===== src/rtl/cpu_pkg.sv =====
`default_nettype none
// +----------------------------------------------------------------------+
// | cpu_pkg                                                              |
// | Shared types and constants for the 5-stage pipeline hazard control.  |
// | Revision: 1.0                                                        |
// +----------------------------------------------------------------------+
package cpu_pkg;

  // Hazard sequencer state; the value 3 is illegal and recovers to RUN.
  typedef enum logic [1:0] {
    HZ_RUN     = 2'd0,
    HZ_LDSTALL = 2'd1,
    HZ_MEMWAIT = 2'd2,
    HZ_ILLEGAL = 2'd3
  } hz_state_t;

  // Architectural zero register; never a real producer.
  localparam logic [4:0] REG_ZR = 5'd31;

  // Stage-register enable and NOP-insertion bundle.
  typedef struct packed {
    logic pc_we;
    logic if2rf_we;
    logic rf2ex_we;
    logic ex2mem_we;
    logic mem2wb_we;
    logic if2rf_flush;
    logic rf2ex_bubble;
    logic mem2wb_bubble;
  } hz_ctrl_t;

  // Everything advances, nothing is squashed.
  localparam hz_ctrl_t HZ_CTRL_RUN     = '{1'b1, 1'b1, 1'b1, 1'b1, 1'b1, 1'b0, 1'b0, 1'b0};
  // Hold PC and IF/RF, push a bubble into EX.
  localparam hz_ctrl_t HZ_CTRL_LOADUSE = '{1'b0, 1'b0, 1'b1, 1'b1, 1'b1, 1'b0, 1'b1, 1'b0};
  // Freeze the pipe; WB retires once then receives NOPs.
  localparam hz_ctrl_t HZ_CTRL_MEMWAIT = '{1'b0, 1'b0, 1'b0, 1'b0, 1'b1, 1'b0, 1'b0, 1'b1};
  // NOP bundle: no register advances and every flush/bubble line is active.
  localparam hz_ctrl_t HZ_CTRL_NOP     = '{1'b0, 1'b0, 1'b0, 1'b0, 1'b0, 1'b1, 1'b1, 1'b1};

  // True when a used source register matches a real (non-X31) destination.
  function automatic logic reg_match(input logic [4:0] src, input logic used,
                                     input logic [4:0] dst);
    return used && (src == dst) && (dst != REG_ZR);
  endfunction

endpackage
`default_nettype wire


===== src/rtl/sat_counter.sv =====
`default_nettype none
// +----------------------------------------------------------------------+
// | sat_counter                                                          |
// | Up counter that sticks at all-ones; synchronous clear.               |
// | Revision: 1.0                                                        |
// +----------------------------------------------------------------------+
module sat_counter #(
  parameter int W = 32
) (
  input  logic         clk,
  input  logic         reset,
  input  logic         inc,
  input  logic         clear,
  output logic [W-1:0] count
);

  logic [W-1:0] count_q;
  logic [W-1:0] count_d;

  // Next count: clear wins, otherwise increment until all-ones.
  always_comb begin
    count_d = count_q;
    if (clear) begin
      count_d = '0;
    end else if (inc && (count_q != {W{1'b1}})) begin
      count_d = count_q + W'(1);
    end
  end

  // Count register with asynchronous reset.
  always_ff @(posedge clk or posedge reset) begin
    if (reset) begin
      count_q <= '0;
    end else begin
      count_q <= count_d;
    end
  end

  assign count = count_q;

endmodule
`default_nettype wire


===== src/rtl/pipe_hazard_ctrl.sv =====
`default_nettype none
// +----------------------------------------------------------------------+
// | pipe_hazard_ctrl                                                     |
// | Stall/flush sequencer for the IF/RF/EX/MEM/WB pipeline: load-use     |
// | stalls, taken-branch fetch squash and data-memory waits.             |
// | Revision: 1.0                                                        |
// +----------------------------------------------------------------------+
module pipe_hazard_ctrl
  import cpu_pkg::*;
#(
  parameter int CNT_W       = 32,
  parameter int MEM_TIMEOUT = 64
) (
  input  logic             clk,
  input  logic             reset,
  input  logic [4:0]       rf_rn,
  input  logic             rf_rn_used,
  input  logic [4:0]       rf_rb,
  input  logic             rf_rb_used,
  input  logic             rf_br_taken,
  input  logic [4:0]       ex_rd,
  input  logic             ex_regwrite,
  input  logic             ex_load,
  input  logic             mem_req,
  input  logic             mem_ready,
  output logic             pc_we,
  output logic             if2rf_we,
  output logic             rf2ex_we,
  output logic             ex2mem_we,
  output logic             mem2wb_we,
  output logic             if2rf_flush,
  output logic             rf2ex_bubble,
  output logic             mem2wb_bubble,
  output logic [1:0]       state,
  output logic [CNT_W-1:0] stall_cnt,
  output logic [CNT_W-1:0] flush_cnt,
  output logic             mem_timeout
);

  localparam int              WAIT_W    = $clog2(MEM_TIMEOUT + 1);
  localparam logic [WAIT_W-1:0] WAIT_LAST = WAIT_W'(MEM_TIMEOUT - 1);

  hz_state_t         state_q, state_d;
  logic [WAIT_W-1:0] wait_cnt_q, wait_cnt_d;
  logic              mem_timeout_q, mem_timeout_d;
  hz_ctrl_t          ctrl;
  hz_ctrl_t          ctrl_out;
  logic              mem_wait;
  logic              load_use;

  // Mealy decode: memory wait beats load-use, which beats the branch squash.
  always_comb begin
    mem_wait = mem_req && !mem_ready;
    load_use = ex_load && ex_regwrite &&
               (reg_match(rf_rn, rf_rn_used, ex_rd) || reg_match(rf_rb, rf_rb_used, ex_rd));
    ctrl     = HZ_CTRL_RUN;
    state_d  = HZ_RUN;
    if (mem_wait) begin
      ctrl    = HZ_CTRL_MEMWAIT;
      state_d = HZ_MEMWAIT;
    end else begin
      case (state_q)
        // MEMWAIT with ready falls through to the normal RUN decode.
        HZ_RUN, HZ_MEMWAIT: begin
          if (load_use) begin
            ctrl    = HZ_CTRL_LOADUSE;
            state_d = HZ_LDSTALL;
          end else begin
            ctrl.if2rf_flush = rf_br_taken;
          end
        end
        // EX holds a bubble, so no re-detection; a taken branch is honoured now.
        HZ_LDSTALL: ctrl.if2rf_flush = rf_br_taken;
        default: ctrl = HZ_CTRL_RUN;
      endcase
    end
    ctrl_out = reset ? HZ_CTRL_NOP : ctrl;
  end

  // Consecutive-MEMWAIT counter and sticky timeout flag.
  always_comb begin
    wait_cnt_d    = '0;
    mem_timeout_d = mem_timeout_q;
    if (state_q == HZ_MEMWAIT) begin
      if (wait_cnt_q == WAIT_LAST) begin
        mem_timeout_d = 1'b1;
        wait_cnt_d    = wait_cnt_q;
      end else begin
        wait_cnt_d = wait_cnt_q + WAIT_W'(1);
      end
    end
  end

  // State, wait counter and error flag registers.
  always_ff @(posedge clk or posedge reset) begin
    if (reset) begin
      state_q       <= HZ_RUN;
      wait_cnt_q    <= '0;
      mem_timeout_q <= 1'b0;
    end else begin
      state_q       <= state_d;
      wait_cnt_q    <= wait_cnt_d;
      mem_timeout_q <= mem_timeout_d;
    end
  end

  sat_counter #(.W(CNT_W)) u_stall_cnt (
    .clk   (clk),
    .reset (reset),
    .inc   (!ctrl_out.pc_we && !reset),
    .clear (1'b0),
    .count (stall_cnt)
  );

  sat_counter #(.W(CNT_W)) u_flush_cnt (
    .clk   (clk),
    .reset (reset),
    .inc   (ctrl_out.if2rf_flush && !reset),
    .clear (1'b0),
    .count (flush_cnt)
  );

  assign pc_we         = ctrl_out.pc_we;
  assign if2rf_we      = ctrl_out.if2rf_we;
  assign rf2ex_we      = ctrl_out.rf2ex_we;
  assign ex2mem_we     = ctrl_out.ex2mem_we;
  assign mem2wb_we     = ctrl_out.mem2wb_we;
  assign if2rf_flush   = ctrl_out.if2rf_flush;
  assign rf2ex_bubble  = ctrl_out.rf2ex_bubble;
  assign mem2wb_bubble = ctrl_out.mem2wb_bubble;
  assign state         = state_q;
  assign mem_timeout   = mem_timeout_q;

endmodule
`default_nettype wire


===== config.mk =====
export PLATFORM = sky130hd
export DESIGN_NAME = pipe_hazard_ctrl
export DESIGN_NICKNAME = d
export VERILOG_FILES = /design/src/rtl/cpu_pkg.sv /design/src/rtl/sat_counter.sv /design/src/rtl/pipe_hazard_ctrl.sv
export SDC_FILE = /design/constraint.sdc
export NUM_CORES = 1
export LEC_CHECK = 0
export CAP_MARGIN = 20
export CORE_AREA = 4 4 110 112
export DETAILED_ROUTE_END_ITERATION = 12
export DIE_AREA = 0 0 114 116
export GPL_ROUTABILITY_DRIVEN = 0
export PLACE_DENSITY = 0.61
export SYNTH_ARGS = -nofsm -noshare
export SYNTH_HDL_FRONTEND = slang
export SYNTH_SLANG_ARGS = --single-unit
export TNS_END_PERCENT = 30

===== constraint.sdc =====
create_clock -name clk -period 3.21 [get_ports clk]
set_input_delay 0.4815 -clock clk [delete_from_list [all_inputs] [get_ports clk]]
set_output_delay 0.4815 -clock clk [all_outputs]
set_load 0.05 [all_outputs]

### Yosys cells after proc, flatten, opt, wreduce, memory -nomap -nowiden

Cells that the tools add are included.

* word-level logic and storage cells: 48
* register bits after elaboration: 74
* output and inout port bits: 75
* bits in latches: 0
* bits of input ports: 24
* memories kept: 0
* RAM bits: 0
* memory bits (read-only): 0

* reductions and logical operators: 18
* equal/unequal tests: 9
* bitwise logic cells: 0
* shifts and indexed selects: 0
* div/mod/pow operators: 0
* $mul: 0
* mux-type cells: 13
* $add $sub $neg: 3
* magnitude comparators: 0

Operators by type and width (number)
* $add A32 B1 Y32 const B: 2
* $ne A32 B32 Y1 const B: 2
* $mux W8: 2
* $mux W7: 2
* $logic_and A1 B1 Y1: 11
* $eq A5 B5 Y1: 2
* $mux W5: 2
* $add A7 B1 Y7 const B: 1
* $eq A7 B6 Y1 const B: 1
* $mux W2: 3
* $ne A5 B5 Y1 const B: 1
* $logic_not A1 Y1: 3
* $mux W1: 3
* $eq A2 B1 Y1 const B: 1
* $eq A2 B2 Y1 const B: 1
* $logic_not A2 Y1: 1
* $ne A2 B2 Y1 const B: 1
* $pmux W1 S2: 1
* $reduce_and A2 Y1: 1
* $reduce_or A2 Y1: 1
* $logic_or A1 B1 Y1: 1

### Logic depth before layout (Yosys ltp)

Gate-level depths: netlist (run 1).

* word-level depth: 12
* mapped depth: 8
* depth with buffers taken out: 7

### Cells and area by module

Synthesis (run 1) repeated with hierarchy kept, for this count alone.

* cell total of the unflattened synthesis: 447
* area total of the unflattened synthesis: 4161.5 µm²

Modules (own cells, without submodules)
* sat_counter: instances 2, area each 1740.4 µm², cells an instance 186, seq. area each 800.8 µm²
* pipe_hazard_ctrl: instances 1, area each 680.7 µm², cells an instance 75, seq. area each 250.2 µm²

### Least setup slack after synthesis (run 1)

OpenSTA, ideal clock, no wires.

* kind: input -> output
* start: in reset
* end: out pc_we
* buffers on the path: 1
* required time: 2.728 ns
* arrival: 4.878 ns
* path slack: -2.149 ns
* stages on the path: 4
* path through: inv_1 nand2_1 a21oi_1 buf_4

* cells in the longest elaborated chain, start to end: 1

Ends and longest elaborated chain
* start, declared: line pipe_hazard_ctrl.sv:15 `input logic reset,`
* $mux W8: line pipe_hazard_ctrl.sv:77 `ctrl_out = reset ? HZ_CTRL_NOP : ctrl;`
* end, declared: line pipe_hazard_ctrl.sv:26 `output logic pc_we,`

No other way between the ends.

### Final worst setup path (run 1)

* start: in ex_rd[0]
* end: out rf2ex_bubble

* cells in the longest elaborated chain, start to end: 9
* elaborated cells between the ends (all ways): 13
* classes of those cells: eq/ne (3); mux (4); reduce/logical (6)

Ends and longest elaborated chain
* start, declared: line pipe_hazard_ctrl.sv:21 `input logic [4:0] ex_rd,`
* $eq A5 B5 Y1: line cpu_pkg.sv:44 `return used && (src == dst) && (dst != REG_ZR);`
* $logic_and A1 B1 Y1 (2 in series): line cpu_pkg.sv:44
* $logic_or A1 B1 Y1 (*): line pipe_hazard_ctrl.sv:55 `(reg_match(rf_rn, rf_rn_used, ex_rd) || reg_match(rf_rb, rf_rb_used, ex_rd));`
* $logic_and A1 B1 Y1 (*): line pipe_hazard_ctrl.sv:54 `load_use = ex_load && ex_regwrite &&`
* $mux W2 (*): line pipe_hazard_ctrl.sv:65 `if (load_use) begin`
* $mux W2 (*): line pipe_hazard_ctrl.sv:62 `case (state_q)`
* $mux W8 (*): line pipe_hazard_ctrl.sv:58 `if (mem_wait) begin`
* $mux W8 (*): line pipe_hazard_ctrl.sv:77
* end, declared: line pipe_hazard_ctrl.sv:32 `output logic rf2ex_bubble,`

Every way passes the cells marked *; elsewhere a longest branch is shown, timed or not.

==> flow_metrics.tcl, run 1 <==
set metrics [dict create \
    placementRows 39 \
    synth_xor_area_share_pct 17.3 \
    global_route.usage.met1_pct 19.8 \
    avgRoutedWirePerCell_um 15.3 \
    fp.dieArea_um2 13200 \
    drive_above_1_share_pct 9.36 \
    finalHoldViolations 0 \
    globalRoute.busiestLayer "met2" \
    path_clk_slew_ns 0.06 \
    placeableCoreArea_um2 11200 \
    cts_resized 0 \
    cts_tree "done" \
    max_freq_mhz 374 \
    power.density_nw_per_um2 534 \
    synth_top_family_by_area "simple AND/OR/NAND/NOR gates" \
    synth_enable_flop_cells 0 \
    global_route.usage.met3_pct 4.60 \
    clkSinkCount 74 \
    worstSkewPairLatency_ns 0.34 \
    largest_net_degree_at_the_start_of_global_routing 41 \
    startpoint_type "input port" \
    syn_to_final_growth_pct 38.5 \
    worst-path-max-fanout 4 \
    antenna_found_initial 0 \
    post_dp_cell_area_um2 4990 \
    route.detailed.drc 0 \
    syn_avg_cell_area_um2 10.2 \
    post-route-period-util_pct 83.3 \
    hold_path_end "mem_timeout" \
    mappedNetlistArea_um2 3790 \
    worst_hold_path.num_cells 1 \
    hp-start "mem_timeout" \
    final_cell_area_um2 5250 \
    endpoint_kind "output pin" \
    max_capacitance_violation_count 0 \
    post_synth_and_or_nand_nor_area_fraction_pct 26.2 \
    netlist_instances 372 \
    cts.htree.levels 3 \
    grt_first_pass_wirelength_mm 15.9 \
    fin_worst_hold_slack_ns 0.480 \
    clock_path_buffers 2 \
    required_ns 2.73 \
    timing.hold.worst.class "register to register" \
    timing.final.ws_setup_ns 0.536 \
    crit_arrival_ns 2.19 \
    finalNetCount 503 \
    tightest_slew_ns 0.601 \
    insertedDiodeCount 0 \
    ctsHoldBuffers 0 \
    overflow 0 \
    dpl_worst_slack_ns 0.519 \
    vias 3127 \
    io_buffer_count 98 \
    synth_seq_area_share_pct 48.9 \
    ir_drop_worst_case_vdd_mv 0.372 \
    groute.layer.met2.usage_pct 23.9 \
    rrSetupSlack_ns 0.72 \
    place_hpwl_mm 6.80 \
    finalWirelength_mm 9.57 \
    start_util_pct 33.8 \
    synth.area.mux_share_pct 0.858 \
    cts_post_setup_buffers_inserted 0 \
    status "finished clean" \
    finalClockSkew_ns 0.00873 \
    yosys.area_share.adder_pct 0.990 \
    ys_warn_count 0 \
    vias_per_cell 5.01 \
    fin_crit_ns 2.67 \
    vias_in_the_first_global_route 3148 \
    final-setup-viol-count 0 \
    fp.dieH_um 116 \
    dr.pass1.iters 4 \
    detail_route.iter0.violations 135 \
    rsz0062_at_grt "false" \
    boundaryPins 99 \
    filler_cell_count 1059 \
    ys.flop_type "sky130_fd_sc_hd__dfrtp_1" \
    synthDistinctLibCells 43 \
    combined_global_route_utilization_of_all_metal_layers_pct 15.1 \
    critical_path.reg2reg.endpoint "u_stall_cnt.count[1]" \
    async_flop_share_pct 100 \
    setup.worst_path.class "input port to output pin" \
    synth_compound_area_share_pct 2.91 \
    worstReg2RegStart "u_stall_cnt.count[2]" \
    ff2ff_path_depth 7 \
    finalMaxSlewViolations 0 \
    cts_made_buffers 9 \
    cts_root_buf "sky130_fd_sc_hd__clkbuf_16" \
    floorplan.die.width_um 114 \
    power.static_leakage_uw 0.00221 \
    timing.max_slew.rel_slack_pct 59.8 \
    synth_nets 399 \
    drt.antenna.violating_nets 0 \
    synth_register_bits 74 \
]
sequential cells by signal, indices dropped and copies added, names as in the netlist:
| register | count |
|---|---|
| wait_cnt_q | 7 |
| u_flush_cnt.count | 32 |
| mem_timeout | 1 |
| u_stall_cnt.count | 32 |
| state | 2 |
Yosys cell counts (3+ instances only):
cell type | instances | area (um2)
sky130_fd_sc_hd__dfrtp_1 | 74 | 1850
sky130_fd_sc_hd__xnor2_1 | 47 | 412
sky130_fd_sc_hd__nand2_1 | 34 | 128
sky130_fd_sc_hd__nand4_1 | 29 | 181
sky130_fd_sc_hd__xor2_1 | 28 | 245
sky130_fd_sc_hd__nand3_1 | 21 | 105
sky130_fd_sc_hd__nor2_1 | 20 | 75.1
sky130_fd_sc_hd__nor4_1 | 18 | 113
sky130_fd_sc_hd__nor3_1 | 16 | 80.1
sky130_fd_sc_hd__and3_1 | 15 | 93.8
sky130_fd_sc_hd__inv_1 | 11 | 41.3
sky130_fd_sc_hd__clkbuf_1 | 6 | 22.5
sky130_fd_sc_hd__or3_1 | 5 | 31.3
sky130_fd_sc_hd__and2_1 | 4 | 25.0
sky130_fd_sc_hd__o21ai_0 | 4 | 20.0
sky130_fd_sc_hd__and4_1 | 3 | 26.3
sky130_fd_sc_hd__buf_2 | 3 | 15.0
sky130_fd_sc_hd__ha_1 | 3 | 37.5
cells by family (layout without fill, tap and decap cells):
| kind of cell | count (synthesis) | after routing |
|---|---|---|
| and+or+nand+nor | 178 | 178 |
| xor gates and xnor gates | 75 | 75 |
| DFF | 74 | 74 |
| buffers and inverters | 24 | 133 |
| AOI/OAI and AO/OA | 15 | 15 |
| adders and majority gates | 3 | 3 |
| muxes | 3 | 3 |
layout by cell type (no fill, tap or decap), types with 2 or more instances in the layout:
cell type                          n
sky130_fd_sc_hd__nor2_1           20
sky130_fd_sc_hd__dfrtp_1          74
sky130_fd_sc_hd__nor3_1           16
sky130_fd_sc_hd__nand2_1          34
sky130_fd_sc_hd__clkinvlp_4        2
sky130_fd_sc_hd__xor2_1           28
sky130_fd_sc_hd__xnor2_1          47
sky130_fd_sc_hd__nand3_1          21
sky130_fd_sc_hd__ha_1              3
sky130_fd_sc_hd__clkinv_2          3
sky130_fd_sc_hd__inv_1            10
sky130_fd_sc_hd__clkbuf_16         9
sky130_fd_sc_hd__buf_4            13
sky130_fd_sc_hd__or4_4             2
sky130_fd_sc_hd__clkbuf_1          2
sky130_fd_sc_hd__and4_1            3
sky130_fd_sc_hd__nor4_1           18
sky130_fd_sc_hd__or4_1             2
sky130_fd_sc_hd__clkdlybuf4s50_1  90
sky130_fd_sc_hd__nand2b_1          2
sky130_fd_sc_hd__and2_1            4
sky130_fd_sc_hd__buf_12            3
sky130_fd_sc_hd__o21ai_0           4
sky130_fd_sc_hd__and3_1           15
sky130_fd_sc_hd__nand4_1          29
sky130_fd_sc_hd__or3_1             5
critical path, stage by stage:
cell and delay [ns]:
sky130_fd_sc_hd__clkdlybuf4s50_1 0.54, sky130_fd_sc_hd__xnor2_1 0.15, sky130_fd_sc_hd__nand4_1 0.11, sky130_fd_sc_hd__o22ai_1 0.17
sky130_fd_sc_hd__buf_4 0.17, sky130_fd_sc_hd__nand2_1 0.08, sky130_fd_sc_hd__o21ai_0 0.31, sky130_fd_sc_hd__buf_12 0.18
metal layers:
layer / up-vias / share of wire [%] / wire [um]
li1: 1521 / - / -
met1: 1515 / 45 / 4270
met2: 76 / 48 / 4640
met3: 15 / 5.2 / 497
met4: 0 / 1.7 / 164
met5: - / 0 / 0
how the worst max path moves through the flow:
stage,start,endpoint,cells past startpoint
2_1_floorplan,reset,rf2ex_we,4
3_3_place_gp,ex_rd[4],rf2ex_bubble,7
3_5_place_dp,ex_rd[2],u_flush_cnt.count[21],8
4_1_cts,ex_rd[4],rf2ex_bubble,7
5_1_grt,ex_rd[4],rf2ex_bubble,7
6_report,ex_rd[0],rf2ex_bubble,8
through the flow:
stage,TNS (ns),std cells,utilization (%),total power [uW]
6_report,0,624,46.8,2800
5_1_grt,0,624,46.8,2920
4_1_cts,0,624,46.8,2840
3_5_place_dp,0,608,44.4,1910
3_3_place_gp,0,608,44.4,1910
2_1_floorplan,-7.32,372,-,1620
power by group:
part / switching, uW / leakage, uW / internal (uW)
Sequential: 116 / 0.000985 / 1010
Clock: 389 / 0.000129 / 521
Combinational: 501 / 0.00109 / 265
area by class of cell:
cell class,count,area (um2),area share (%)
Clock buffer,11,233,4.43
Tap cell,143,179,3.41
Clock inverter,5,31.3,0.596
Timing Repair Buffer,106,1060,20.2
Multi-Input combinational cell,274,1850,35.3
Sequential cell,74,1850,35.3
Inverter,11,45.0,0.858
No activity file was read; power rests on OpenSTA's default activity.
==> run 2, diff against run 1 <==
--- a/config.mk
+++ b/config.mk
@@ -10,7 +10,7 @@
 export DETAILED_ROUTE_END_ITERATION = 12
 export DIE_AREA = 0 0 114 116
 export GPL_ROUTABILITY_DRIVEN = 0
-export PLACE_DENSITY = 0.61
+export PLACE_DENSITY = 0.58
 export SYNTH_ARGS = -nofsm -noshare
 export SYNTH_HDL_FRONTEND = slang
 export SYNTH_SLANG_ARGS = --single-unit
==> constraint.sdc (replaced) <==
create_clock -name clk -period 2.65 [get_ports clk]
set_input_delay 0.3975 -clock clk [delete_from_list [all_inputs] [get_ports clk]]
set_output_delay 0.3975 -clock clk [all_outputs]
set_load 0.05 [all_outputs]
==> flow_metrics.tcl, run 2 (same netlist as run 1, synthesis figures left out) <==
set metrics [dict create \
    sequential_cell_area_um2 1850 \
    ir_drop_worst_case_vdd_mv 0.569 \
    final-setup-viol-count 0 \
    startpoint_type "input port" \
    max_capacitance_violation_count 0 \
    cts_made_buffers 9 \
    setup.worst_path.start "ex_rd[0]" \
    route.detailed.drc 0 \
    largest_net_degree_at_the_start_of_global_routing 53 \
    finalHoldViolations 0 \
    status "finished clean" \
    antenna_found_initial 0 \
    fp.dieArea_um2 13200 \
    cts_root_buf "sky130_fd_sc_hd__clkbuf_16" \
    detail_route.iter0.violations 138 \
    cts.htree.levels 3 \
    finalClockSkew_ns 0.00762 \
    rrSetupSlack_ns 0.22 \
    power.static_leakage_uw 0.00226 \
    grt_first_pass_wirelength_mm 15.8 \
    fp.dieH_um 116 \
    vias_in_the_first_global_route 3150 \
    cts_tree "done" \
    timing.hold.worst.class "input port to async pin" \
    worstReg2RegStart "u_flush_cnt.count[5]" \
    start_util_pct 33.8 \
    placementRows 39 \
    filler_cell_count 1095 \
    worstSkewPairLatency_ns 0.33 \
    ff2ff_path_depth 6 \
    vias 3144 \
    critical_path.reg2reg.endpoint "u_flush_cnt.count[29]" \
    rsz0062_at_grt "false" \
    timing.max_slew.rel_slack_pct 56.1 \
    timing.setup.tns_ns 0 \
    dr.pass1.iters 4 \
    tightest_slew_ns 0.659 \
    finalMaxSlewViolations 0 \
    post-layout-total-power_uw 3510 \
    multiInputGateArea_um2 1890 \
    insertedDiodeCount 0 \
    cts_post_setup_buffers_inserted 0 \
    required_ns 2.25 \
    clock_path_buffers 2 \
    layout.cells.most_common_list "sky130_fd_sc_hd__clkdlybuf4s50_1, sky130_fd_sc_hd__dfrtp_1, sky130_fd_sc_hd__xnor2_1" \
    finalNetCount 506 \
    drt.antenna.violating_nets 0 \
    clkSinkCount 74 \
    most_common_cell_after_layout_fill_and_taps_aside "sky130_fd_sc_hd__clkdlybuf4s50_1" \
    io_buffer_count 98 \
    max_freq_mhz 404 \
    drive_above_1_share_pct 11.0 \
    finalWirelength_mm 9.30 \
    crit_arrival_ns 2.08 \
    worst-path-max-fanout 3 \
    path_clk_slew_ns 0.06 \
    post-route-period-util_pct 93.5 \
    combined_global_route_utilization_of_all_metal_layers_pct 14.7 \
    fin_crit_ns 2.48 \
    placeableCoreArea_um2 11200 \
    overflow 0 \
    endpoint_kind "output pin" \
    power.density_nw_per_um2 655 \
    avgRoutedWirePerCell_um 14.9 \
    setup.worst_path.class "input port to output pin" \
    floorplan.die.width_um 114 \
    vias_per_cell 5.02 \
    boundaryPins 99 \
    place_hpwl_mm 6.72 \
    syn_to_final_growth_pct 41.3 \
]
[run 2: cell count changes in the layout (fill, tap and decap cells not counted), sizes merged]
cell and delta:
buf +3, clkinv -2, bufinv +1, clkbuf -1, clkinvlp +1
[run 2: layer usage]
metal  vias up  track usage, %  wire (um)
met5         -               0          0
met4         0            3.33         41
met3         4            5.22        649
met2        78            23.4       4350
met1      1520            19.3       4260
li1       1542               -          -
[run 2: worst max-delay path by stage]
stage / endpoint / slack [ns] / cells after the start
floorplan: rf2ex_we / -1.04 / 4
global placement: rf2ex_bubble / 0.1 / 6
detailed placement: rf2ex_bubble / 0.04 / 6
CTS: rf2ex_bubble / 0.03 / 6
global route: rf2ex_bubble / 0.02 / 7
finish: rf2ex_bubble / 0.17 / 7
[run 2: what timing repair did]
item                       CTS  global route
gates resized for setup      0             2
setup endpoints to repair    0             1
hold buffers                 0             0
[run 2: metrics by stage]
step	utilization [%]	hold slack, ns	setup WS, ns	instance area [um2]	std cells
after floorplan	-	0.477	-1.04	3840	372
after global placement	45.1	0.445	0.0971	5060	611
after detailed placement	45.1	0.447	0.0402	5060	611
after CTS	47.7	0.377	0.0303	5350	626
after global routing	47.7	0.398	0.0237	5360	626
final	47.7	0.386	0.172	5360	626
[run 2: report_power, final]
group          internal, uW  leakage (uW)  switching [uW]
sequential             1220      0.000985             127
clock                   746      0.000140             463
combinational           334       0.00113             613
total                  2300       0.00226            1200
[run 2: cell type report]
type	count	share of cell area, %
well taps	143	3.34
flip-flops and latches	74	34.6
inverters	11	0.841
multi-input cells	274	35.3
clock inverters	5	1.03
repair buffers	109	20.4
clock buffers	10	4.46
[run 2: worst max-delay path, stage by stage]
cell,delay [ns]
sky130_fd_sc_hd__clkdlybuf4s50_1,0.55
sky130_fd_sc_hd__xnor2_1,0.15
sky130_fd_sc_hd__nand4_1,0.11
sky130_fd_sc_hd__o22ai_1,0.31
sky130_fd_sc_hd__nand2_1,0.13
sky130_fd_sc_hd__o21ai_1,0.26
sky130_fd_sc_hd__buf_12,0.17
==> run 3, diff against run 2 <==
--- a/config.mk
+++ b/config.mk
@@ -6,9 +6,9 @@
 export NUM_CORES = 1
 export LEC_CHECK = 0
 export CAP_MARGIN = 20
-export CORE_AREA = 4 4 110 112
+export CORE_AREA = 2 2 108 110
 export DETAILED_ROUTE_END_ITERATION = 12
-export DIE_AREA = 0 0 114 116
+export DIE_AREA = 0 0 110 112
 export GPL_ROUTABILITY_DRIVEN = 0
 export PLACE_DENSITY = 0.58
 export SYNTH_ARGS = -nofsm -noshare
==> flow_metrics.tcl, run 3 (same netlist as run 1, synthesis figures left out) <==
set metrics [dict create \
    status "finished clean" \
    tightest_slew_ns 0.569 \
    crit_arrival_ns 2.11 \
    fin_crit_ns 2.51 \
    start_util_pct 33.9 \
    cp_top_family "compound AO/OA/AOI/OAI gates" \
    boundaryPins 99 \
    finalHoldViolations 0 \
    power_frac_clock_pct 33.7 \
    overflow 0 \
    worst-path-max-fanout 3 \
    worstSkewPairLatency_ns 0.33 \
    endpoint_kind "output pin" \
    syn_to_final_growth_pct 40.3 \
    netSwitchingFraction_pct 34.5 \
    cts.htree.levels 3 \
    power.density_nw_per_um2 649 \
    insertedDiodeCount 0 \
    dpl_worst_slack_ns 0.0219 \
    finalWirelength_mm 8.94 \
    final_cell_area_um2 5320 \
    post-layout-total-power_uw 3450 \
    worstReg2RegStart "u_stall_cnt.count[2]" \
    grt_first_pass_wirelength_mm 15.1 \
    fp.dieArea_um2 12300 \
    timing.hold.worst.class "input port to async pin" \
    dr.pass1.iters 4 \
    avgRoutedWirePerCell_um 14.3 \
    filler_cell_count 1055 \
    power.static_leakage_uw 0.00224 \
    most_common_cell_after_layout_fill_and_taps_aside "sky130_fd_sc_hd__clkdlybuf4s50_1" \
    cts_made_buffers 9 \
    clkSinkCount 74 \
    timing.setup.tns_ns 0 \
    largest_net_degree_at_the_start_of_global_routing 41 \
    antenna_found_initial 0 \
    post-route-period-util_pct 94.7 \
    worstSetupPathDepth 6 \
    floorplan.die.width_um 110 \
    cts_post_setup_buffers_inserted 0 \
    power.share.combinational_pct 26.8 \
    rrSetupSlack_ns 0.22 \
    vias_per_cell 5.00 \
    multiInputGateArea_um2 1890 \
    final-setup-viol-count 0 \
    max_freq_mhz 399 \
    finalClockSkew_ns 0.00707 \
    drive_above_1_share_pct 10.4 \
    placeableCoreArea_um2 11200 \
    detail_route.iter0.violations 155 \
    sequential_cell_area_um2 1850 \
    route.detailed.drc 0 \
    place_hpwl_mm 6.51 \
    internal_power_summed_over_all_cells_uw 2260 \
    path_clk_slew_ns 0.05 \
    drt.antenna.violating_nets 0 \
    required_ns 2.25 \
    seq_pwr_share_pct 39.4 \
    combined_global_route_utilization_of_all_metal_layers_pct 15.5 \
    timing.max_slew.rel_slack_pct 61.9 \
    slowest_delay_ns 0.46 \
    max_capacitance_violation_count 0 \
    ir_drop_worst_case_vdd_mv 0.555 \
    vias_in_the_first_global_route 2982 \
    startpoint_type "input port" \
    finalNetCount 506 \
    clock_path_buffers 2 \
    fp.dieH_um 112 \
    power.net_switching_uw 1190 \
    rsz0062_at_grt "false" \
    finalMaxSlewViolations 0 \
    timing.final.ws_setup_ns 0.142 \
    crit_buf_inv 2 \
    cts_root_buf "sky130_fd_sc_hd__clkbuf_16" \
    io_buffer_count 98 \
    critical_path.reg2reg.endpoint "u_stall_cnt.count[9]" \
    vias 3126 \
    master_of_the_slowest_instance_on_the_critical_path "sky130_fd_sc_hd__clkdlybuf4s50_1" \
    setup.worst_path.class "input port to output pin" \
    placementRows 39 \
    post_dp_cell_area_um2 5040 \
    ff2ff_path_depth 7 \
    timing.critical_path.cells "clkdlybuf4s50_1, and4_1, a211oi_1, nand2_1, o21ai_1, buf_12" \
    layout.cells.most_common_list "sky130_fd_sc_hd__clkdlybuf4s50_1, sky130_fd_sc_hd__dfrtp_1, sky130_fd_sc_hd__xnor2_1" \
    cts_tree "done" \
]
run 3: cell types whose count changed in the layout (fill, tap and decap cells not counted):
cell                         change
sky130_fd_sc_hd__buf_4           +1
sky130_fd_sc_hd__a211oi_1        +1
sky130_fd_sc_hd__clkbuf_1        +1
sky130_fd_sc_hd__clkinv_2        +1
sky130_fd_sc_hd__clkinvlp_4      -2
sky130_fd_sc_hd__a211oi_2        -1
sky130_fd_sc_hd__clkbuf_8        -1
sky130_fd_sc_hd__buf_12          -1
run 3: metrics by stage:
stage	cells	hold WS (ns)	util (%)
after CTS	625	0.368	47.6
after global placement	611	0.453	45.1
final	625	0.379	47.6
after global routing	625	0.390	47.6
after detailed placement	611	0.472	45.1
after floorplan	372	0.477	-
run 3: worst max path at each step:
stage | startpoint | to | slack [ns]
2_1_floorplan | reset | rf2ex_we | -1.04
3_3_place_gp | ex_rd[3] | rf2ex_bubble | 0.09
3_5_place_dp | ex_rd[4] | rf2ex_bubble | 0.02
4_1_cts | ex_rd[4] | rf2ex_bubble | 0.02
5_1_grt | ex_rd[4] | rf2ex_bubble | 0.04
6_report | ex_rd[4] | rf2ex_bubble | 0.14
run 3: metal layers:
layer	vias to the layer above	track usage, %	share of wire, %
met5	-	0	0
met3	8	6.03	7.6
met4	0	3.80	1.1
met1	1489	22.0	47
met2	101	22.0	44
li1	1528	-	-
run 3: worst reg2reg max path, stage by stage (launching register included):
cell and delay, ns:
sky130_fd_sc_hd__dfrtp_1 0.43, sky130_fd_sc_hd__and4_4 0.27, sky130_fd_sc_hd__nand4_4 0.12, sky130_fd_sc_hd__or4_4 0.69, sky130_fd_sc_hd__nor3_1 0.31, sky130_fd_sc_hd__buf_4 0.24
sky130_fd_sc_hd__nor4_1 0.08, sky130_fd_sc_hd__xor2_1 0.14
run 3: cell type report:
type,instances,share of cell area [%]
Clock inverter,4,0.847
Sequential cell,74,34.8
Inverter,11,0.847
Multi-Input combinational cell,274,35.5
Clock buffer,10,4.30
Tap cell,143,3.36
Timing Repair Buffer,109,20.3
run 3: timing repair:
action	4_1_cts	5_1_grt
endpoints found under the hold margin	0	0
hold buffers	0	0
endpoints found under the setup margin	0	1
resized for setup	0	1
run 3: power groups by stage:
stage	combinational (uW)	sequential, uW	clock (uW)
final	926	1360	1160
after global routing	988	1380	1240
after CTS	935	1360	1200
after detailed placement	932	1380	0
after global placement	925	1380	0
after floorplan	286	1680	0
==> variant 1, RTL diff (flow settings as in run 1) <==
Make the reset (`reset`) synchronous in 2 clocked blocks. Comments in the files are not updated.
--- a/src/rtl/sat_counter.sv
+++ b/src/rtl/sat_counter.sv
@@ -28,7 +28,7 @@
   end
 
   // Count register with asynchronous reset.
-  always_ff @(posedge clk or posedge reset) begin
+  always_ff @(posedge clk) begin
     if (reset) begin
       count_q <= '0;
     end else begin
--- a/src/rtl/pipe_hazard_ctrl.sv
+++ b/src/rtl/pipe_hazard_ctrl.sv
@@ -92,7 +92,7 @@
   end
 
   // State, wait counter and error flag registers.
-  always_ff @(posedge clk or posedge reset) begin
+  always_ff @(posedge clk) begin
     if (reset) begin
       state_q       <= HZ_RUN;
       wait_cnt_q    <= '0;
Formal check against the unedited RTL: differs if reset is asserted again (counterexample within 4 cycles, from zero or initial values and one cycle with reset high); with reset held inactive, the same outputs for 10 cycles.
==> variant 1 against run 1 <==
Die area unchanged. Setup slack worse by 250 ps. Sequential cell count unchanged. Fmax down 8.5%. Synthesized cell count up 26%. Routed wire length up 16%. First-iteration DRC count up 47%. Area after synthesis up 2.1%. Critical path depth down 1. Count of clock-buffer cells in the layout up 3. Core utilization up 0.16 points. Critical path type unchanged. Design area up 0.33%.
Power is not compared: it rests on default switching activity, and its combinational part moved more than twofold at a synthesized area within 25%.
==> variant 1: results <==
<?xml version="1.0" encoding="UTF-8"?>
<metrics>
  <group name="status">
    <metric name="run_status" unit="">finished clean</metric>
  </group>
  <group name="routing">
    <metric name="avgViaCountPerCell" unit="">5.571</metric>
    <metric name="detail_route.iter0.violations" unit="">198</metric>
    <metric name="m1WireLength" unit="um">5037</metric>
    <metric name="wl_per_cell" unit="um">15.70</metric>
    <metric name="drt_pass1_iterations" unit="">4</metric>
    <metric name="routed-wl-met2" unit="um">5374</metric>
    <metric name="wl_met3" unit="um">603</metric>
  </group>
  <group name="placed_design">
    <metric name="placed_area" unit="sq um">4984</metric>
    <metric name="hpwl" unit="um">8005</metric>
    <metric name="detailedPlace.worstSlack" unit="ps">276.5</metric>
    <metric name="placed_cells_incl_taps" unit="">693</metric>
  </group>
  <group name="cells_and_area">
    <metric name="final_cells" unit="">709</metric>
    <metric name="final_net_count" unit="">588</metric>
    <metric name="layout-drive-gt1-share" unit="%">8.127</metric>
  </group>
  <group name="critical_path">
    <metric name="cp_top_family" unit="">compound AO/OA/AOI/OAI gates</metric>
    <metric name="timing.critical_path.fanout_max" unit="">6</metric>
    <metric name="logic_depth_of_the_worst_register_to_register_path" unit="">8</metric>
    <metric name="timing.critical_path.arrival" unit="ps">2440</metric>
  </group>
  <group name="logic_synthesis">
    <metric name="seq_area_frac_synth" unit="%">38.29</metric>
    <metric name="syn-num-nets" unit="">496</metric>
    <metric name="synthTopCellsByArea" unit="">sky130_fd_sc_hd__dfxtp_1, sky130_fd_sc_hd__a21oi_1, sky130_fd_sc_hd__or3_1</metric>
    <metric name="avgSynthCellArea" unit="sq um">8.249</metric>
    <metric name="post_synth_most_frequent_cells" unit="">sky130_fd_sc_hd__dfxtp_1, sky130_fd_sc_hd__a21oi_1, sky130_fd_sc_hd__nand2_1</metric>
    <metric name="synth.distinct_cells" unit="">47</metric>
    <metric name="synthArstFlopShare" unit="%">0</metric>
  </group>
  <group name="global_routing">
    <metric name="global_route_wire_length_before_repair" unit="um">18150</metric>
    <metric name="met3_usage" unit="%">4.491</metric>
    <metric name="pin_count_of_the_biggest_net_entering_global_routing" unit="">62</metric>
    <metric name="grt_pass1_vias" unit="">3654</metric>
    <metric name="grtUsageMet2" unit="%">28.57</metric>
    <metric name="groute.layer.met1.usage" unit="%">21.36</metric>
    <metric name="global_route_usage_over_all_layers" unit="%">16.89</metric>
  </group>
  <group name="clock_tree">
    <metric name="clock_path_buffers" unit="">2</metric>
    <metric name="cts_resized" unit="">0</metric>
  </group>
  <group name="worst_hold_path">
    <metric name="timing.hold.worst.class" unit="">reg -&gt; reg</metric>
    <metric name="min_delay_path_depth" unit="">2</metric>
  </group>
  <group name="sta">
    <metric name="finalClockSkew" unit="ps">5.440</metric>
    <metric name="maxSlewHeadroom" unit="%">55.88</metric>
  </group>
  <group name="power_and_ir_drop">
    <metric name="ir_worst_vdd" unit="mV">0.2795</metric>
  </group>
</metrics>
-- variant 1: changes by cell type after synthesis, sizes merged, moves of 8 or more --
| cell | change |
|---|---|
| a21oi | +46 |
| or3 | +21 |
| o21a | +8 |
| o21ai | +23 |
| o31ai | +18 |
| nor3 | -11 |
| xor2 | -27 |
| clkbuf | +8 |
| dfxtp | +74 |
| or4 | +16 |
| dfrtp | -74 |
| xnor2 | -34 |
-- variant 1: final timing paths --
kind                                                         from                                 end  slack (ps)
worst max-delay path                                     ex_rd[4]                        rf2ex_bubble         290
worst min-delay path                   wait_cnt_q[1]$_SDFFE_PP0N_          wait_cnt_q[1]$_SDFFE_PP0N_         480
worst max register to register  u_flush_cnt.count[0]$_SDFFE_PP0P_  u_flush_cnt.count[16]$_SDFFE_PP0P_         800
worst min register to register         wait_cnt_q[1]$_SDFFE_PP0N_          wait_cnt_q[1]$_SDFFE_PP0N_         480
-- variant 1: layout make-up --
cell class	count	area [sq um]
Clock inverter	2	10.01
Timing Repair Buffer	107	1061
Clock buffer	14	274.0
Sequential cell	74	1481
Tap cell	143	178.9
Fill cell	1114	5956
Multi-Input combinational cell	360	2228
Inverter	9	33.78
-- variant 1: kinds of logic (layout without fill, tap and decap cells) --
family                     count (synthesis)  in the layout  share of synthesized area, %
DFF                                       74             74                         38.29
AOI/OAI and AO/OA                        125            125                         20.44
and+or+nand+nor                          210            210                         30.56
buffers and inverters                     35            132                         4.333
xor gates and xnor gates                  14             14                         3.170
adders and majority gates                  3              3                        0.9703
muxes                                      8              8                         2.231
-- variant 1: where the power goes --
group	leakage [nW]	switching (mW)	internal, mW
Sequential	0.596	0.00332	0.921
Combinational	0.900	0.0922	0.0638
Clock	0.143	0.375	0.585
Total	1.64	0.471	1.57
==> variant 2, RTL diff (settings of run 1) <==
Without the edit above. Change the parameter `MEM_TIMEOUT` from 64 to 128.
--- a/src/rtl/pipe_hazard_ctrl.sv
+++ b/src/rtl/pipe_hazard_ctrl.sv
@@ -9,7 +9,7 @@
   import cpu_pkg::*;
 #(
   parameter int CNT_W       = 32,
-  parameter int MEM_TIMEOUT = 64
+  parameter int MEM_TIMEOUT = 128
 ) (
   input  logic             clk,
   input  logic             reset,
Function: same outputs for any inputs over 10 cycles, from zero or initial values and one cycle with reset high; that may be too few to reach the edited logic, so the function may still have changed.
==> variant 2 against run 1 <==
Design area grew 4.1%. First-iteration DRC count fell by 15%. Critical endpoint is now if2rf_flush. Power increased by 3.2%. Setup slack got worse by 110 ps. Sequential cell count increased by 1. Area after synthesis grew 4.0%. Routed wire length grew 2.3%. Non-clock buffer count is the same.
==> variant 2: results <==
<?xml version="1.0" encoding="UTF-8"?>
<metrics>
  <group name="critical_path">
    <metric name="timing.critical_path.fanout_max" unit="">7</metric>
    <metric name="reg2reg_slack" unit="ps">910</metric>
    <metric name="timing.critical_path.arrival" unit="ps">2300</metric>
    <metric name="crit-reg2reg-capture" unit="">u_stall_cnt.count[14]$_DFFE_PP0P_</metric>
    <metric name="worst_r2r_start" unit="">u_stall_cnt.count[1]$_DFFE_PP0P_</metric>
  </group>
  <group name="global_routing">
    <metric name="global_route_wire_length_before_repair" unit="um">16590</metric>
    <metric name="grt_pass1_vias" unit="">3272</metric>
    <metric name="pin_count_of_the_biggest_net_entering_global_routing" unit="">34</metric>
    <metric name="global_route_usage_over_all_layers" unit="%">15.51</metric>
  </group>
  <group name="sta">
    <metric name="finalClockSkew" unit="ps">8.049</metric>
    <metric name="maxSlewHeadroom" unit="%">57.78</metric>
  </group>
  <group name="status">
    <metric name="run_status" unit="">finished clean</metric>
  </group>
  <group name="power_and_ir_drop">
    <metric name="internal-power" unit="mW">2.007</metric>
    <metric name="ir_worst_vdd" unit="mV">0.4439</metric>
    <metric name="p_leak" unit="nW">2.272</metric>
  </group>
  <group name="cells_and_area">
    <metric name="final_net_count" unit="">509</metric>
    <metric name="layout-drive-gt1-share" unit="%">10.27</metric>
  </group>
  <group name="routing">
    <metric name="avgViaCountPerCell" unit="">5.121</metric>
    <metric name="drt_pass1_iterations" unit="">4</metric>
    <metric name="detail_route.iter0.violations" unit="">115</metric>
  </group>
  <group name="clock_tree">
    <metric name="cts.clk_slew.worst_paths" unit="ps">60</metric>
    <metric name="worst_skew_pair.late_latency" unit="ps">320</metric>
    <metric name="root_cell_of_the_clock_tree" unit="">sky130_fd_sc_hd__clkbuf_16</metric>
  </group>
  <group name="logic_synthesis">
    <metric name="post_synth_most_frequent_cells" unit="">sky130_fd_sc_hd__dfrtp_1, sky130_fd_sc_hd__xnor2_1, sky130_fd_sc_hd__nand4_1</metric>
    <metric name="seq_area_frac_synth" unit="%">47.60</metric>
    <metric name="syn-num-nets" unit="">408</metric>
  </group>
  <group name="placed_design">
    <metric name="detailedPlace.worstSlack" unit="ps">438.8</metric>
  </group>
  <group name="worst_hold_path">
    <metric name="min_delay_path_depth" unit="">2</metric>
  </group>
</metrics>
## variant 2: critical path, stage by stage
cell,delay (ps)
sky130_fd_sc_hd__clkdlybuf4s50_1,550
sky130_fd_sc_hd__xnor2_1,160
sky130_fd_sc_hd__nand4_1,170
sky130_fd_sc_hd__o22ai_4,310
sky130_fd_sc_hd__a21oi_1,250
sky130_fd_sc_hd__nand2_1,120
sky130_fd_sc_hd__nand2_1,90
sky130_fd_sc_hd__buf_12,170
## variant 2: through the flow
stage | hold WS (ps) | cell area [sq um] | utilization (%) | total power [mW] | instances
final | 474.5 | 5466 | 48.71 | 2.892 | 630
after global routing | 504.6 | 5466 | 48.71 | 3.020 | 630
after CTS | 483.8 | 5466 | 48.71 | 2.930 | 630
after detailed placement | 463.3 | 5122 | 45.64 | 1.760 | 614
after global placement | 456.7 | 5122 | 45.64 | 1.755 | 614
after floorplan | 509.0 | 3946 | - | 1.504 | 381
## variant 2: worst max path at each step
stage / start / endpoint / slack (ps) / cells past startpoint
final: ex_rd[4] / if2rf_flush / 420 / 8
after global routing: ex_rd[4] / if2rf_flush / 330 / 8
after CTS: ex_rd[4] / rf2ex_bubble / 420 / 7
after detailed placement: ex_rd[4] / if2rf_flush / 440 / 8
after global placement: ex_rd[0] / if2rf_flush / 500 / 8
after floorplan: reset / rf2ex_bubble / -90 / 2
## variant 2: final cells by class
| class | count | area [sq um] |
|---|---|---|
| clock buffers | 12 | 246.5 |
| well taps | 143 | 178.9 |
| clock inverters | 4 | 97.59 |
| repair buffers | 106 | 1084 |
| inverters | 8 | 33.78 |
| multi-input cells | 282 | 1949 |
| flip-flops and latches | 75 | 1877 |
| fillers | 1068 | 5757 |
## variant 2: per-layer routing
layer | GRT usage (%) | part of all wire [%]
met2 | 24.28 | 48
met5 | 0 | 0
met3 | 4.386 | 4.2
met4 | 3.800 | 0.82
met1 | 21.35 | 47
## variant 2: cells by family after synthesis
kind of cell / after synthesis / share of synthesized area, %
muxes: 2 / 0.5395
buffers and inverters: 24 / 3.047
DFF: 75 / 47.60
and+or+nand+nor: 187 / 27.33
AOI/OAI and AO/OA: 14 / 3.650
adders and majority gates: 3 / 0.9522
xor gates and xnor gates: 76 / 16.88
## variant 2: power by group through the flow
stage               registers, mW  logic, mW  clock network [mW]
floorplan                    1.28      0.220                   0
global placement             1.11      0.641                   0
detailed placement           1.11      0.647                   0
CTS                          1.10      0.650                1.18
global route                 1.11      0.680                1.23
finish                       1.10      0.641                1.15
